$ cat config.mk
export PLATFORM = sky130hd
export DESIGN_NAME = pwm_capture
export DESIGN_NICKNAME = d
export VERILOG_FILES = /design/src/rtl/pwm_capture_pkg.sv /design/src/rtl/pwm_cap_chan.sv /design/src/rtl/pwm_capture.sv
export SDC_FILE = /design/constraint.sdc
export NUM_CORES = 1
export LEC_CHECK = 0
export ABC_CLOCK_PERIOD_IN_PS = 4510
export BUFFER_PORTS_ARGS = -buffer_cell sky130_fd_sc_hd__buf_2
export CORE_MARGIN = 4
export CORE_UTILIZATION = 36
export CTS_CLUSTER_SIZE = 20
export DETAILED_ROUTE_END_ITERATION = 8
export SYNTH_ARGS = -nofsm -noshare
export SYNTH_HDL_FRONTEND = slang
export SYNTH_SLANG_ARGS = --single-unit
$ cat constraint.sdc
create_clock -name clk -period 4.51 [get_ports clk]
set_clock_uncertainty 0.15 [all_clocks]
set_input_delay 0.451 -clock clk [delete_from_list [all_inputs] [get_ports clk]]
set_output_delay 0.451 -clock clk [all_outputs]
set_load 0.01 [all_outputs]
$ cat src/rtl/pwm_capture_pkg.sv
// pwm_capture_pkg: register offsets, channel count and channel FSM encoding
package pwm_capture_pkg;
    localparam int NCH = 4;
    localparam logic [31:0] OFF_CTRL    = 32'h00;
    localparam logic [31:0] OFF_STATUS  = 32'h04;
    localparam logic [31:0] OFF_PERIOD0 = 32'h10;
    localparam logic [31:0] OFF_HIGH0   = 32'h14;
    localparam logic [31:0] CH_STRIDE   = 32'h08;
    typedef enum logic {IDLE = 1'b0, MEAS = 1'b1} chan_state_e;
endpackage

$ cat src/rtl/pwm_cap_chan.sv
// pwm_cap_chan: one capture channel measuring period and high time of cap_i in clk cycles
module pwm_cap_chan
    import pwm_capture_pkg::*;
#(
    parameter int CNT_W = 32
) (
    input  logic             clk,
    input  logic             rst,
    input  logic             cap_i,
    input  logic             en_i,
    input  logic             valid_i,
    output logic [CNT_W-1:0] period_o,
    output logic [CNT_W-1:0] high_o,
    output logic             valid_set_o,
    output logic             miss_set_o,
    output logic             ovf_set_o
);
    localparam logic [CNT_W-1:0] ONE = CNT_W'(1);
    chan_state_e state_q, state_d;
    logic [2:0] sync_q, sync_d;
    logic [CNT_W-1:0] cnt_q, cnt_d, hi_q, hi_d, period_q, period_d, high_q, high_d, cnt_inc;
    logic rise, fall;
    always_comb begin
        sync_d = {sync_q[1:0], cap_i};
        rise = sync_q[1] & ~sync_q[2];
        fall = ~sync_q[1] & sync_q[2];
        cnt_inc = cnt_q + ONE;
        state_d = state_q;
        cnt_d = cnt_q;
        hi_d = hi_q;
        period_d = period_q;
        high_d = high_q;
        valid_set_o = 1'b0;
        ovf_set_o = 1'b0;
        if (!en_i) begin
            state_d = IDLE;
            cnt_d = '0;
            hi_d = '0;
        end else if (state_q == IDLE) begin
            cnt_d = '0;
            state_d = rise ? MEAS : IDLE;
        end else if (&cnt_q) begin
            ovf_set_o = 1'b1;
            state_d = IDLE;
            cnt_d = '0;
        end else if (rise) begin
            period_d = cnt_inc;
            high_d = hi_q;
            cnt_d = '0;
            valid_set_o = 1'b1;
        end else begin
            cnt_d = cnt_inc;
            hi_d = fall ? cnt_inc : hi_q;
        end
        miss_set_o = valid_set_o & valid_i;
    end
    always_ff @(posedge clk) begin
        if (rst) begin
            state_q <= IDLE;
            sync_q <= '0;
            cnt_q <= '0;
            hi_q <= '0;
            period_q <= '0;
            high_q <= '0;
        end else begin
            state_q <= state_d;
            sync_q <= sync_d;
            cnt_q <= cnt_d;
            hi_q <= hi_d;
            period_q <= period_d;
            high_q <= high_d;
        end
    end
    assign period_o = period_q;
    assign high_o = high_q;
endmodule

$ cat src/rtl/pwm_capture.sv
// pwm_capture: four-channel input capture with CTRL/STATUS registers, result read mux and level irq
module pwm_capture
    import pwm_capture_pkg::*;
#(
    parameter logic [31:0] BASE_ADDR = 32'h6020_0000,
    parameter int          CNT_W     = 32
) (
    input  logic        clk,
    input  logic        rst,
    input  logic        we_i,
    input  logic [31:0] write_addr,
    input  logic [31:0] write_data,
    input  logic [31:0] read_addr,
    output logic [31:0] read_data,
    input  logic [3:0]  cap_in,
    output logic        irq_o
);
    logic [7:0] ctrl_q, ctrl_d;
    logic [11:0] status_q, status_d;
    logic irq_q, irq_d;
    logic [NCH-1:0] valid_set, miss_set, ovf_set;
    logic [CNT_W-1:0] period [NCH];
    logic [CNT_W-1:0] high [NCH];
    logic [31:0] woff, roff;
    logic unused_wd;
    assign unused_wd = ^write_data[31:12];
    always_comb begin
        woff = write_addr - BASE_ADDR;
        ctrl_d = (we_i && woff == OFF_CTRL) ? write_data[7:0] : ctrl_q;
        status_d = ((we_i && woff == OFF_STATUS) ? status_q & ~write_data[11:0] : status_q)
                   | {ovf_set, miss_set, valid_set};
        irq_d = |(status_q[3:0] & ctrl_q[7:4]);
    end
    // Channels see the next CTRL value so a disabling write beats a same-cycle rise.
    for (genvar n = 0; n < NCH; n++) begin : g_ch
        pwm_cap_chan #(.CNT_W(CNT_W)) u_chan (
            .clk         (clk),
            .rst         (rst),
            .cap_i       (cap_in[n]),
            .en_i        (ctrl_d[n]),
            .valid_i     (status_q[n]),
            .period_o    (period[n]),
            .high_o      (high[n]),
            .valid_set_o (valid_set[n]),
            .miss_set_o  (miss_set[n]),
            .ovf_set_o   (ovf_set[n])
        );
    end
    always_comb begin
        roff = read_addr - BASE_ADDR;
        read_data = '0;
        if (roff == OFF_CTRL) read_data = {24'b0, ctrl_q};
        if (roff == OFF_STATUS) read_data = {20'b0, status_q};
        for (int i = 0; i < NCH; i++) begin
            if (roff == OFF_PERIOD0 + CH_STRIDE * 32'(i)) read_data = 32'(period[i]);
            if (roff == OFF_HIGH0 + CH_STRIDE * 32'(i)) read_data = 32'(high[i]);
        end
        read_data = rst ? '0 : read_data;
    end
    always_ff @(posedge clk) begin
        if (rst) begin
            ctrl_q <= '0;
            status_q <= '0;
            irq_q <= 1'b0;
        end else begin
            ctrl_q <= ctrl_d;
            status_q <= status_d;
            irq_q <= irq_d;
        end
    end
    assign irq_o = irq_q;
endmodule

* After elaboration in Yosys (flattened, before gate mapping)
Index checks and enable logic that the tools add are counted.
** Word-level totals
- Latch bits :: 0
- Bits of input ports :: 103
- Memories kept :: 0
- Output and inout port bits :: 33
- Word-level logic and storage cells :: 158
- Bits in registers :: 549
- Bits in writable memories :: 0
- ROM bits :: 0
** Cells by class
- Div/mod/pow operators :: 0
- Muxes and demuxes :: 49
- $lt $le $gt $ge :: 0
- $add $sub $neg :: 6
- Bitwise gates (word level) :: 40
- Reductions and logical operators :: 25
- Eq/ne operators :: 10
- Shift operators :: 0
- Multiply operators :: 0
** Operators with widths (number)
- $mux W32 :: 10
- $add A32 B1 Y32 const B :: 4
- $eq A32 B5 Y1 const B :: 4
- $eq A32 B6 Y1 const B :: 4
- $reduce_and A32 Y1 :: 4
- $eq A32 B3 Y1 const B :: 2
- $logic_not A32 Y1 :: 2
- $sub A32 B31 Y32 const B :: 2
- $mux W1 :: 36
- $reduce_and A4 Y1 :: 8
- $not A1 Y1 :: 24
- $reduce_or A5 Y1 :: 4
- $and A1 B1 Y1 :: 12
- $and A12 B12 Y12 :: 1
- $mux W12 :: 1
- $not A12 Y12 :: 1
- $or A12 B12 Y12 :: 1
- $mux W8 :: 1
- $reduce_or A2 Y1 :: 4
- $and A4 B4 Y4 :: 1
- $mux W4 :: 1
- $reduce_or A4 Y1 :: 1
- $logic_and A1 B1 Y1 :: 2

* Longest topological paths before layout
Gate-level depths: netlist (run 1).
- Depth in word-level cells :: 13
- Mapped depth :: 11
- Gate-level depth less buffers :: 9

* By module
Synthesis (run 1) repeated with hierarchy kept, for this count alone.
** Unflattened totals
- Cell total of the unflattened synthesis :: 2822
- Area total of the unflattened synthesis :: 24292.0 sq um
** By module, submodules not included
- pwm_cap_chan (g_ch[0].u_chan ...) :: seq. area each 2642.5 sq um, times used 3, cells an instance 586, area each 5176.2 sq um
- pwm_cap_chan (g_ch[2].u_chan) :: seq. area each 2642.5 sq um, times used 1, cells an instance 567, area each 5154.9 sq um
- pwm_capture :: seq. area each 420.4 sq um, times used 1, cells an instance 497, area each 3608.5 sq um

* Worst setup path after synthesis (run 1)
Ideal clock, no wire load.
- Path type :: input-to-output
- Start :: in read_addr[21]
- End :: out read_data[6]
- Arrival :: 2.580 ns
- Stages on the path :: 8
- Path slack :: 1.329 ns
- Cells stage by stage :: inv_1 > ha_1 > nor4b_1 > nand4_1 > or3_1 > buf_2 > or4_1 > a221oi_2
** Between the ends
- Word-level cells in the longest chain between the ends :: 13
** RTL lines
- start: declaration :: line pwm_capture.sv:13 : input logic [31:0] read_addr,
- $sub A32 B31 Y32 * :: line pwm_capture.sv:50 : roff = read_addr - BASE_ADDR;
- $logic_not A32 Y1 :: line pwm_capture.sv:52 : if (roff == OFF_CTRL) read_data = {24'b0, ctrl_q};
- $mux W8 :: line pwm_capture.sv:52
- $mux W32 :: line pwm_capture.sv:53 : if (roff == OFF_STATUS) read_data = {20'b0, status_q};
- $mux W32 :: line pwm_capture.sv:55 : if (roff == OFF_PERIOD0 + CH_STRIDE * 32'(i)) read_data = 32'(period[i]);
- $mux W32 :: line pwm_capture.sv:56 : if (roff == OFF_HIGH0 + CH_STRIDE * 32'(i)) read_data = 32'(high[i]);
- $mux W32 :: line pwm_capture.sv:55
- $mux W32 :: line pwm_capture.sv:56
- $mux W32 :: line pwm_capture.sv:55
- $mux W32 :: line pwm_capture.sv:56
- $mux W32 :: line pwm_capture.sv:55
- $mux W32 * :: line pwm_capture.sv:56
- $mux W32 * :: line pwm_capture.sv:58 : read_data = rst ? '0 : read_data;
- end: declaration :: line pwm_capture.sv:14 : output logic [31:0] read_data,
Mark *: on every way between the ends. The rest lies on a longest branch, timed or not.

* Worst setup path in the final report (run 1)
- Start :: in read_addr[21]
- End :: out read_data[28]
** Between the ends
- Word-level cells in the longest chain between the ends :: 11
** RTL lines (line)
- $sub A32 B31 Y32 * :: pwm_capture.sv:50
- $eq A32 B5 Y1 :: pwm_capture.sv:55
- $mux W32 :: pwm_capture.sv:55
- $mux W32 :: pwm_capture.sv:56
- $mux W32 :: pwm_capture.sv:55
- $mux W32 :: pwm_capture.sv:56
- $mux W32 :: pwm_capture.sv:55
- $mux W32 :: pwm_capture.sv:56
- $mux W32 :: pwm_capture.sv:55
- $mux W32 * :: pwm_capture.sv:56
- $mux W32 * :: pwm_capture.sv:58
Marks and branches as above.

==> results of run 1 <==
==> kinds of logic after synthesis <==
kind of cell | synth area share, %
AOI/OAI and AO/OA | 18.08
xor gates and xnor gates | 4.656
adders and majority gates | 0.3271
buffers and inverters | 4.361
DFF | 47.89
muxes | 7.120
and+or+nand+nor | 17.57
==> worst register-to-register path: stages (launching register included) <==
cell	delay [ps]
dfxtp_1	390
ha_1	290
nand2_1	90
nor2_1	140
and3_1	400
a21oi_4	1000
buf_4	450
a21oi_1	130
a211oi_1	230
==> sequential cells by signal, indices dropped and copies added (netlist names) <==
| register | flops |
|---|---|
| ctrl_q | 8 |
| g_ch.u_chan.period_o | 128 |
| irq_o | 1 |
| g_ch.u_chan.hi_q | 128 |
| g_ch.u_chan.state_q | 4 |
| g_ch.u_chan.cnt_q | 128 |
| g_ch.u_chan.sync_q | 12 |
| g_ch.u_chan.high_o | 128 |
| status_q | 12 |
==> layout make-up <==
cell class                      count  share of cell area [%]
Clock inverter                     19                  0.9503
Clock buffer                       85                   6.542
Timing Repair Buffer              167                   4.031
Inverter                           27                  0.3868
Antenna cell                        3                 0.02865
Multi-Input combinational cell   1745                   42.07
Sequential cell                   549                   41.95
Tap cell                          846                   4.040
==> per-layer routing <==
layer  wire, um  track usage, %  up-vias
li1           -               -     8952
met3       4195           3.319      111
met1      29650           25.92     8914
met4       2034           6.128        0
met5          0               0        -
met2      29400           29.41      525
==> report_power, final <==
part           leakage (nW)  internal (mW)  switching, mW  total, mW
Clock                 0.978           2.95           1.95       4.91
Sequential             4.42           4.85        0.00298       4.86
Combinational          2.72         0.0608          0.125      0.186
Total                  8.12           7.87           2.08       9.95
==> worst min path at each step <==
stage,startpoint,endpoint,slack (ps),cells after the start
detailed placement,g_ch[0].u_chan.sync_q[0],g_ch[0].u_chan.sync_q[1],270,1
floorplan,g_ch[0].u_chan.sync_q[0],g_ch[0].u_chan.sync_q[1],260,1
global placement,g_ch[3].u_chan.sync_q[0],g_ch[3].u_chan.sync_q[1],280,1
CTS,write_data[5],ctrl_q[5],4,3
finish,write_data[4],ctrl_q[4],40,3
global route,write_data[5],ctrl_q[5],10,3
==> repair_timing <==
action	CTS	global route
hold endpoints to repair	6	0
hold buffers	6	0
setup buffers	0	0
==> through the flow <==
stage | hold WS, ps | cell area [um^2] | std cells | total power [mW]
6_report | 39.62 | 26200 | 3441 | 9.949
5_1_grt | 14.54 | 26190 | 3438 | 10.25
4_1_cts | 4.133 | 26190 | 3438 | 10.04
3_5_place_dp | 273.1 | 24170 | 3328 | 5.144
3_3_place_gp | 281.1 | 24170 | 3328 | 5.141
2_1_floorplan | 263.8 | 22950 | 2505 | 5.060
==> synth_stat cells, types with 5 or more instances <==
cell	count	share of area (%)
o21ai_1	12	0.26
nor4_2	6	0.33
or3_1	5	0.14
a221oi_1	6	0.23
nand4_1	40	1.1
o211ai_1	21	0.69
clkbuf_1	113	1.8
ha_1	6	0.33
nor2b_1	15	0.41
a21boi_0	5	0.16
o21ai_0	70	1.5
nor4_1	11	0.30
nor2_1	520	8.5
buf_4	9	0.29
buf_6	17	0.83
nand3_1	88	1.9
nor3_1	17	0.37
o31ai_1	5	0.16
and4_1	12	0.46
buf_1	7	0.11
xor2_1	66	2.5
a22oi_1	14	0.46
or4_1	6	0.20
a21oi_1	123	2.7
buf_2	38	0.83
and2_1	10	0.27
a211oi_2	57	3.1
and3_1	18	0.49
nand2_1	109	1.8
mux2i_1	161	7.0
inv_1	26	0.43
dfxtp_1	549	48
xnor2_1	56	2.1
a211oi_1	216	7.1
==> impl_metrics.csv, run 1 <==
group,metric,value,unit
routing,drtAntennaViolNets,0,
layout,fillCellCount,6209,
clock_network,post_cts_resized,0,
logic_synthesis,ys_ff_latch,549,
routing,via_count,18500,
worst_setup_path,worstPathCellList,"buf_2, inv_1, ha_1, nor4b_1, nand4_1, or3_1, nor2_4, buf_4, o21ai_0, a211oi_1, buf_2",
logic_synthesis,async_reset_ff_share,0,%
worst_setup_path,rr_worst_depth,8,
timing,setup_tns,0,ps
routing,drc,0,
worst_setup_path,cp_data_required_time,3910,ps
timing,period_minus_slack,4009,ps
outcome,status,"complete, no violations",
clock_network,tritoncts,"done",
routing,via_per_inst,5.377,
worst_setup_path,rrSetupSlack,1160,ps
clock_network,insertion_delay,610,ps
worst_setup_path,cpMaxStageDelayCell,"or3_1",
worst_setup_path,max_stage_delay,650,ps
logic_synthesis,ys_seq_area_share,47.89,%
floorplan,io_pins,136,
logic_synthesis,synth-main-ff-cell,"dfxtp_1",
grt,gr-total-overflow,0,
worst_setup_path,crit_top_cell,"buf_2",
logic_synthesis,syn_area_per_cell,9.162,um^2
floorplan,coreArea,0.06308,mm^2
floorplan,placementRows,92,
logic_synthesis,ys_warn_count,0,
worst_setup_path,crit_cells,11,
clock_network,cts_buffer_depth,3,
place,pre_cts_ws,527.9,ps
logic_synthesis,post_synth_instance_area,0.02295,mm^2
timing,grt_setup_unrepaired,"false",
logic_synthesis,synth_edf_count,0,
layout,multi_input_area,0.01102,mm^2
layout,final_common_cell,"dfxtp_1",
clock_network,root_buffer,"clkbuf_16",
timing,setup_viol,0,
worst_setup_path,worstPathArrival,3410,ps
grt,grt_pass1_wl,101.0,mm
worst_setup_path,crit_fanout,12,
worst_setup_path,critical_path_class,"in -> out",
layout,drive_gt1_share,13.46,%
routing,first_pass_iters,5,
layout,final_cell_mix,"dfxtp_1 (549), nor2_1 (519), a211oi_1 (216)",
clock_network,clk_pin_slew_worst_paths,60,ps
grt,grt_antenna_before_repair,7,
layout,regArea,0.01099,mm^2
grt,track_usage,18.65,%
layout,areaGrowthSynthToFinish,14.16,%
floorplan,die_w,260.5,um
floorplan,start_util,36.38,%
worst_setup_path,crit_family,"simple AND/OR/NAND/NOR gates",
logic_synthesis,synth_cell_types,74,
timing,hold_viol,0,
place,io_buffer_count,115,
worst_setup_path,end_kind,"output port",
timing,maxSlewViolCount,0,
worst_setup_path,regToRegEndpoint,"g_ch[2].u_chan.period_o[10]",
job,cap_violations,0,
timing,maxSlewHeadroom,19.91,%
place,hpwl,45.94,mm
layout,fin_util,41.53,%
clock_network,h-tree-depth,2,
logic_synthesis,syn-instance-count,2505,
worst_setup_path,critPathLaunchType,"input port",
worst_setup_path,r2r-start,"g_ch[2].u_chan.cnt_q[0]",
power,vdd_drop_max,0.2736,mV
power,powerDensity,379.7,mW/mm^2
place,gp_congestion,0.8764,
floorplan,die_h,260.5,um
routing,wire_per_inst,18.97,um
grt,grt_max_degree,119,
timing,setup_ws,501.2,ps
floorplan,die_area,0.06786,mm^2
worst_hold_path,hold_class,"in -> reg",
clock_network,cts_sinks,549,
clock_network,numCtsBuffers,57,
timing,finalCritPeriodShare,88.89,%
routing,drtIter0Drc,1294,
worst_setup_path,crit_buf_inv,4,
grt,grt_pass1_vias,17650,
timing,fmax,249.5,MHz
timing,worstMarginPinSlew,1199,ps
power,power_leakage,8.116,nW
worst_setup_path,crit_end,"read_data[28]",
layout,final_nets,2656,
logic_synthesis,syn-num-nets,2614,
routing,drt-total-wl,65.27,mm
worst_setup_path,startpoint,"read_addr[21]",
No activity file was read; power rests on OpenSTA's default activity.
==> run 2, diff against run 1 <==
--- a/config.mk
+++ b/config.mk
@@ -13,4 +13,5 @@
 export DETAILED_ROUTE_END_ITERATION = 8
 export SYNTH_ARGS = -nofsm -noshare
 export SYNTH_HDL_FRONTEND = slang
+export SYNTH_HIERARCHICAL = 1
 export SYNTH_SLANG_ARGS = --single-unit
==> run 2 against run 1 <==
Count of clock-buffer cells in the layout down 2. Core utilization fell by 0.094 points. Combinational power increased by 43%. Sequential cell count unchanged. Largest cell class unchanged. Sequential share of layout area decreased by 2.0 points. Cell area is 4.9% higher. Critical path type unchanged. Clock power fell by 1%. Critical path depth is 3 lower. Synthesized cell count is 13% higher. Worst hold slack improved by 0.70 ps. Total power up 0.30%. Register-to-register slack worse by 180 ps.
==> impl_metrics.csv, run 2 <==
group,metric,value,unit
logic_synthesis,synth_top_family_by_area,"compound AO/OA/AOI/OAI gates",
worst_setup_path,regToRegEndpoint,"g_ch[1].u_chan/cnt_q[28]",
power,vdd_drop_max,0.2425,mV
layout,areaGrowthSynthToFinish,13.16,%
worst_setup_path,r2r-start,"g_ch[1].u_chan/cnt_q[0]",
logic_synthesis,synth-compound-area-share,23.41,%
logic_synthesis,synth-main-ff-cell,"dfxtp_1",
place,gp_congestion,0.9346,
grt,grt_pass1_vias,20820,
worst_setup_path,cpMaxStageDelayCell,"a222oi_1",
timing,fmax,253.6,MHz
floorplan,placementRows,94,
grt,grt_pass1_wl,124.1,mm
clock_network,post_cts_buffers,0,
clock_network,cts_hold_buf,8,
logic_synthesis,syn-instance-count,2822,
logic_synthesis,syn_area_per_cell,8.608,um^2
logic_synthesis,syn-num-nets,2931,
logic_synthesis,yosys-top-cells-count,"dfxtp_1 (549), a21oi_1 (411), nand3_1 (202)",
place,io_buffer_count,115,
grt,grt_antenna_before_repair,4,
layout,fin_util,41.44,%
worst_setup_path,crit_top_cell,"buf_2",
timing,maxSlewHeadroom,17.85,%
timing,finalCritPeriodShare,87.42,%
routing,via_count,22130,
power,power_leakage,8.351,nW
routing,drtAntennaViolNets,0,
logic_synthesis,synth_top_area_share,45.24,%
routing,drtIter0Drc,2066,
clock_network,cts_buffer_depth,3,
logic_synthesis,ys_top_cells_by_area,"dfxtp_1 (45%), a21oi_1 (8.5%), a211oi_1 (5.7%)",
worst_hold_path,hold_class,"in -> reg",
grt,grt_max_degree,109,
routing,via_per_inst,5.936,
worst_setup_path,crit_buf_inv,2,
timing,worstMarginPinSlew,1231,ps
clock_network,cts_sinks,549,
worst_hold_path,hp-start,"write_data[10]",
clock_network,tritoncts,"done",
grt,track_usage,21.71,%
logic_synthesis,yosys.area.top_type,"dfxtp_1",
timing,grt_setup_unrepaired,"false",
clock_network,h-tree-depth,2,
worst_setup_path,crit_fanout,10,
layout,final_cell_mix,"dfxtp_1 (549), a21oi_1 (411), nand3_1 (202)",
worst_setup_path,critical_path_class,"in -> out",
worst_setup_path,end_kind,"output port",
floorplan,die_h,267.8,um
layout,fin_area,0.02749,mm^2
floorplan,start_util,36.62,%
logic_synthesis,synth-simple-area-share,19.35,%
logic_synthesis,ys_ff_latch,549,
worst_hold_path,whs_path_depth,4,
timing,period_minus_slack,3942,ps
logic_synthesis,synth_xor_area_share,4.399,%
worst_setup_path,rrSetupSlack,980,ps
worst_setup_path,max_stage_delay,770,ps
routing,wire_per_inst,21.75,um
floorplan,io_pins,136,
place,hpwl,55.74,mm
outcome,status,"complete, no violations",
logic_synthesis,synth_edf_count,0,
worst_setup_path,crit_cells,8,
logic_synthesis,ys_seq_area_share,45.24,%
worst_setup_path,worstPathCellList,"buf_2, nor4_1, and3_1, and4_1, a32oi_1, a222oi_1, nor2_1, buf_2",
logic_synthesis,async_reset_ff_share,0,%
worst_setup_path,worstPathArrival,3340,ps
clock_network,insertion_delay,620,ps
worst_setup_path,crit_family,"simple AND/OR/NAND/NOR gates",
routing,first_pass_iters,6,
logic_synthesis,post_synth_instance_area,0.02429,mm^2
clock_network,root_buffer,"clkbuf_16",
routing,drc,0,
timing,setup_tns,0,ps
floorplan,die_area,0.07170,mm^2
clock_network,post_cts_resized,0,
timing,setup_viol,0,
layout,drive_gt1_share,12.96,%
clock_network,numCtsBuffers,56,
worst_setup_path,critPathLaunchType,"input port",
routing,drt-total-wl,81.09,mm
logic_synthesis,synth_most_common_cell,"dfxtp_1",
layout,final_common_cell,"dfxtp_1",
timing,hold_viol,0,
grt,gr-total-overflow,0,
timing,timing.hold.ws,40.32,ps
place,place_area,0.02548,mm^2
layout,final_nets,2933,
worst_hold_path,min_to,"status_q[10]",
logic_synthesis,muxShareOfSynthArea,1.911,%
worst_setup_path,rr_worst_depth,6,
power,powerDensity,363.0,mW/mm^2
logic_synthesis,synth_fa_ha_area_share,0.3090,%
floorplan,die_w,267.8,um
floorplan,coreArea,0.06633,mm^2
logic_synthesis,ys_warn_count,6,
timing,maxSlewViolCount,0,
logic_synthesis,synth_cell_types,85,
worst_setup_path,cp_data_required_time,3910,ps
clock_network,clk_pin_slew_worst_paths,60,ps
job,cap_violations,0,
[run 2: worst max-delay path by stage]
stage	startpoint	end	slack, ps
after detailed placement	write_addr[21]	g_ch[1].u_chan/cnt_q[28]	330
after global placement	write_addr[21]	g_ch[0].u_chan/period_o[19]	390
final	read_addr[8]	read_data[6]	570
after global routing	read_addr[8]	read_data[6]	340
after CTS	read_addr[8]	read_data[6]	570
after floorplan	write_addr[22]	status_q[5]	1320
[run 2: worst reg2reg max path: stages (launching register included)]
cell	delay [ps]
dfxtp_1	520
ha_1	280
and4_1	230
nand3_1	180
o41ai_4	940
or3_1	940
nor2_1	130
[run 2: cells by family (layout without fill, tap and decap cells)]
group	count (synthesis)	in the layout
mux	40	40
buf+inv	286	326
compound gates	927	927
other cells	0	2
simple gates	892	892
flops	549	549
fa+ha+maj	6	6
xor+xnor	122	122
[run 2: per-layer routing]
layer / routed length (um) / part of all wire, % / GRT usage, % / vias up
met5: 13 / 0.016 / 0 / -
met4: 3054 / 3.8 / 7.613 / 2
met3: 6474 / 8.0 / 3.818 / 125
met2: 35460 / 44 / 33.86 / 847
met1: 36090 / 45 / 30.41 / 10790
li1: - / - / - / 10370
[run 2: metrics by stage]
stage,std cells,total power [mW],setup WS (ps)
3_5_place_dp,3622,5.219,327.2
5_1_grt,3726,10.27,339.1
6_report,3728,9.979,567.5
4_1_cts,3726,10.05,566.7
2_1_floorplan,2822,5.105,1322
3_3_place_gp,3622,5.216,387.5
[run 2: area by class of cell]
class,count,area (um^2)
Multi-Input combinational cell,1987,12060
Sequential cell,549,10990
Clock buffer,83,1685
Timing Repair Buffer,203,1329
Inverter,27,101.3
Antenna cell,2,5.005
Fill cell,6618,38840
Clock inverter,13,234.0
Tap cell,864,1081
[run 2: power breakdown]
part	internal, mW	switching (mW)
clock	2.90	1.95
combinational	0.0815	0.184
sequential	4.85	0.00341
total	7.84	2.14
==> run 3, diff against run 2 <==
--- a/config.mk
+++ b/config.mk
@@ -11,6 +11,7 @@
 export CORE_UTILIZATION = 36
 export CTS_CLUSTER_SIZE = 20
 export DETAILED_ROUTE_END_ITERATION = 8
+export MAX_ROUTING_LAYER = met4
 export SYNTH_ARGS = -nofsm -noshare
 export SYNTH_HDL_FRONTEND = slang
 export SYNTH_HIERARCHICAL = 1
==> run 3 against run 2 <==
First-iteration DRC count decreased by 12%. Non-clock buffer count fell by 2. Sequential share of layout area increased by 0.10 points. Critical path depth did not move. Sequential cell count is the same. Combinational power fell by 2%. Largest cell class unchanged. Clock power fell by 2%. Worst hold slack improved by 2.4 ps. Critical endpoint unchanged. Core utilization down 0.10 points.
==> impl_metrics.csv, run 3 (synthesis gave the netlist of run 2 again) <==
group,metric,value,unit
timing,finalCritPeriodShare,87.04,%
clock_network,cts_buffer_depth,3,
worst_setup_path,rrSetupSlack,780,ps
worst_setup_path,crit_fanout,10,
worst_setup_path,critPathLaunchType,"input port",
worst_setup_path,worstPathArrival,3320,ps
timing,grt_setup_unrepaired,"false",
clock_network,cts_sinks,549,
worst_setup_path,cp_data_required_time,3910,ps
clock_network,tritoncts,"done",
worst_setup_path,end_kind,"output port",
timing,maxSlewViolCount,0,
grt,grt_pass1_wl,124.3,mm
timing,setup_viol,0,
power,power_leakage,8.332,nW
floorplan,die_h,267.8,um
routing,drc,0,
routing,via_per_inst,5.910,
clock_network,h-tree-depth,2,
layout,fin_util,41.34,%
layout,areaGrowthSynthToFinish,12.88,%
worst_hold_path,hold_class,"in -> reg",
timing,period_minus_slack,3925,ps
layout,fillCellCount,6609,
floorplan,placementRows,94,
routing,first_pass_iters,6,
place,hpwl,55.81,mm
timing,worstMarginPinSlew,1254,ps
routing,drtIter0Drc,1822,
worst_setup_path,critical_path_class,"in -> out",
power,finalPower,9.883,mW
place,gp_congestion,0.9797,
clock_network,numCtsBuffers,55,
clock_network,root_buffer,"clkbuf_16",
timing,fmax,254.8,MHz
power,vdd_drop_max,0.2577,mV
floorplan,io_pins,136,
grt,grt_antenna_before_repair,6,
job,cap_violations,0,
clock_network,cts_hold_buf,8,
grt,grt_max_degree,116,
outcome,status,"complete, no violations",
grt,track_usage,22.42,%
grt,grt_pass1_vias,20770,
routing,via_count,22060,
clock_network,post_cts_resized,0,
routing,wire_per_inst,21.68,um
layout,drive_gt1_share,13.09,%
layout,final_common_cell,"dfxtp_1",
clock_network,post_cts_buffers,0,
clock_network,insertion_delay,620,ps
layout,final_nets,2930,
layout,final_cell_mix,"dfxtp_1 (549), a21oi_1 (411), nand3_1 (202)",
power,powerDensity,360.4,mW/mm^2
floorplan,start_util,36.62,%
clock_network,clk_pin_slew_worst_paths,60,ps
routing,drt-total-wl,80.91,mm
routing,drtAntennaViolNets,0,
floorplan,die_area,0.07170,mm^2
floorplan,coreArea,0.06633,mm^2
floorplan,die_w,267.8,um
place,io_buffer_count,115,
timing,maxSlewHeadroom,16.30,%
timing,setup_tns,0,ps
timing,hold_viol,0,
timing,timing.hold.ws,42.76,ps
grt,gr-total-overflow,0,
[run 3: worst paths after layout]
path | start | end | cells past startpoint
worst max register to register | g_ch[1].u_chan/cnt_q[0] | g_ch[1].u_chan/cnt_q[15] | 6
worst min register to register | g_ch[0].u_chan/sync_q[0] | g_ch[0].u_chan/sync_q[1] | 1
worst max-delay path | read_addr[9] | read_data[6] | 8
worst min-delay path | write_data[2] | status_q[2] | 4
[run 3: area by class of cell]
class                   count  area (um^2)  area share, %
flip-flops and latches    549        10990          40.08
clock buffers              79         1628          5.937
diodes                      3        7.507        0.02738
repair buffers            201         1289          4.700
inverters                  27        101.3         0.3696
well taps                 864         1081          3.943
multi-input cells        1987        12060          43.98
clock inverters            22        262.8         0.9582
[run 3: critical path, stage by stage]
cell and delay (ps):
buf_2 100, nor4_1 510, and3_1 440, and4_1 570, a32oi_1 130, a222oi_1 780
nor2_1 140, buf_2 190
[run 3: power by group]
| part | internal, mW | switching, mW | leakage (nW) |
|---|---|---|---|
| clock | 2.79 | 1.97 | 0.935 |
| sequential | 4.85 | 0.00344 | 4.42 |
| combinational | 0.0808 | 0.180 | 2.98 |
| total | 7.73 | 2.16 | 8.33 |
[run 3: per-stage QoR]
stage	area [um^2]	setup slack, ps	instances
6_report	27420	584.6	3732
5_1_grt	27420	438.6	3731
4_1_cts	27410	606.3	3729
3_5_place_dp	25440	254.6	3620
3_3_place_gp	25440	335.1	3620
2_1_floorplan	24290	1322	2822
[run 3: layer usage]
metal	vias to the layer above	global-route usage (%)	wire (um)
met5	-	-	0
met4	0	7.286	2716
met3	116	3.809	6095
met2	841	33.68	35500
met1	10720	30.87	36600
li1	10380	-	-
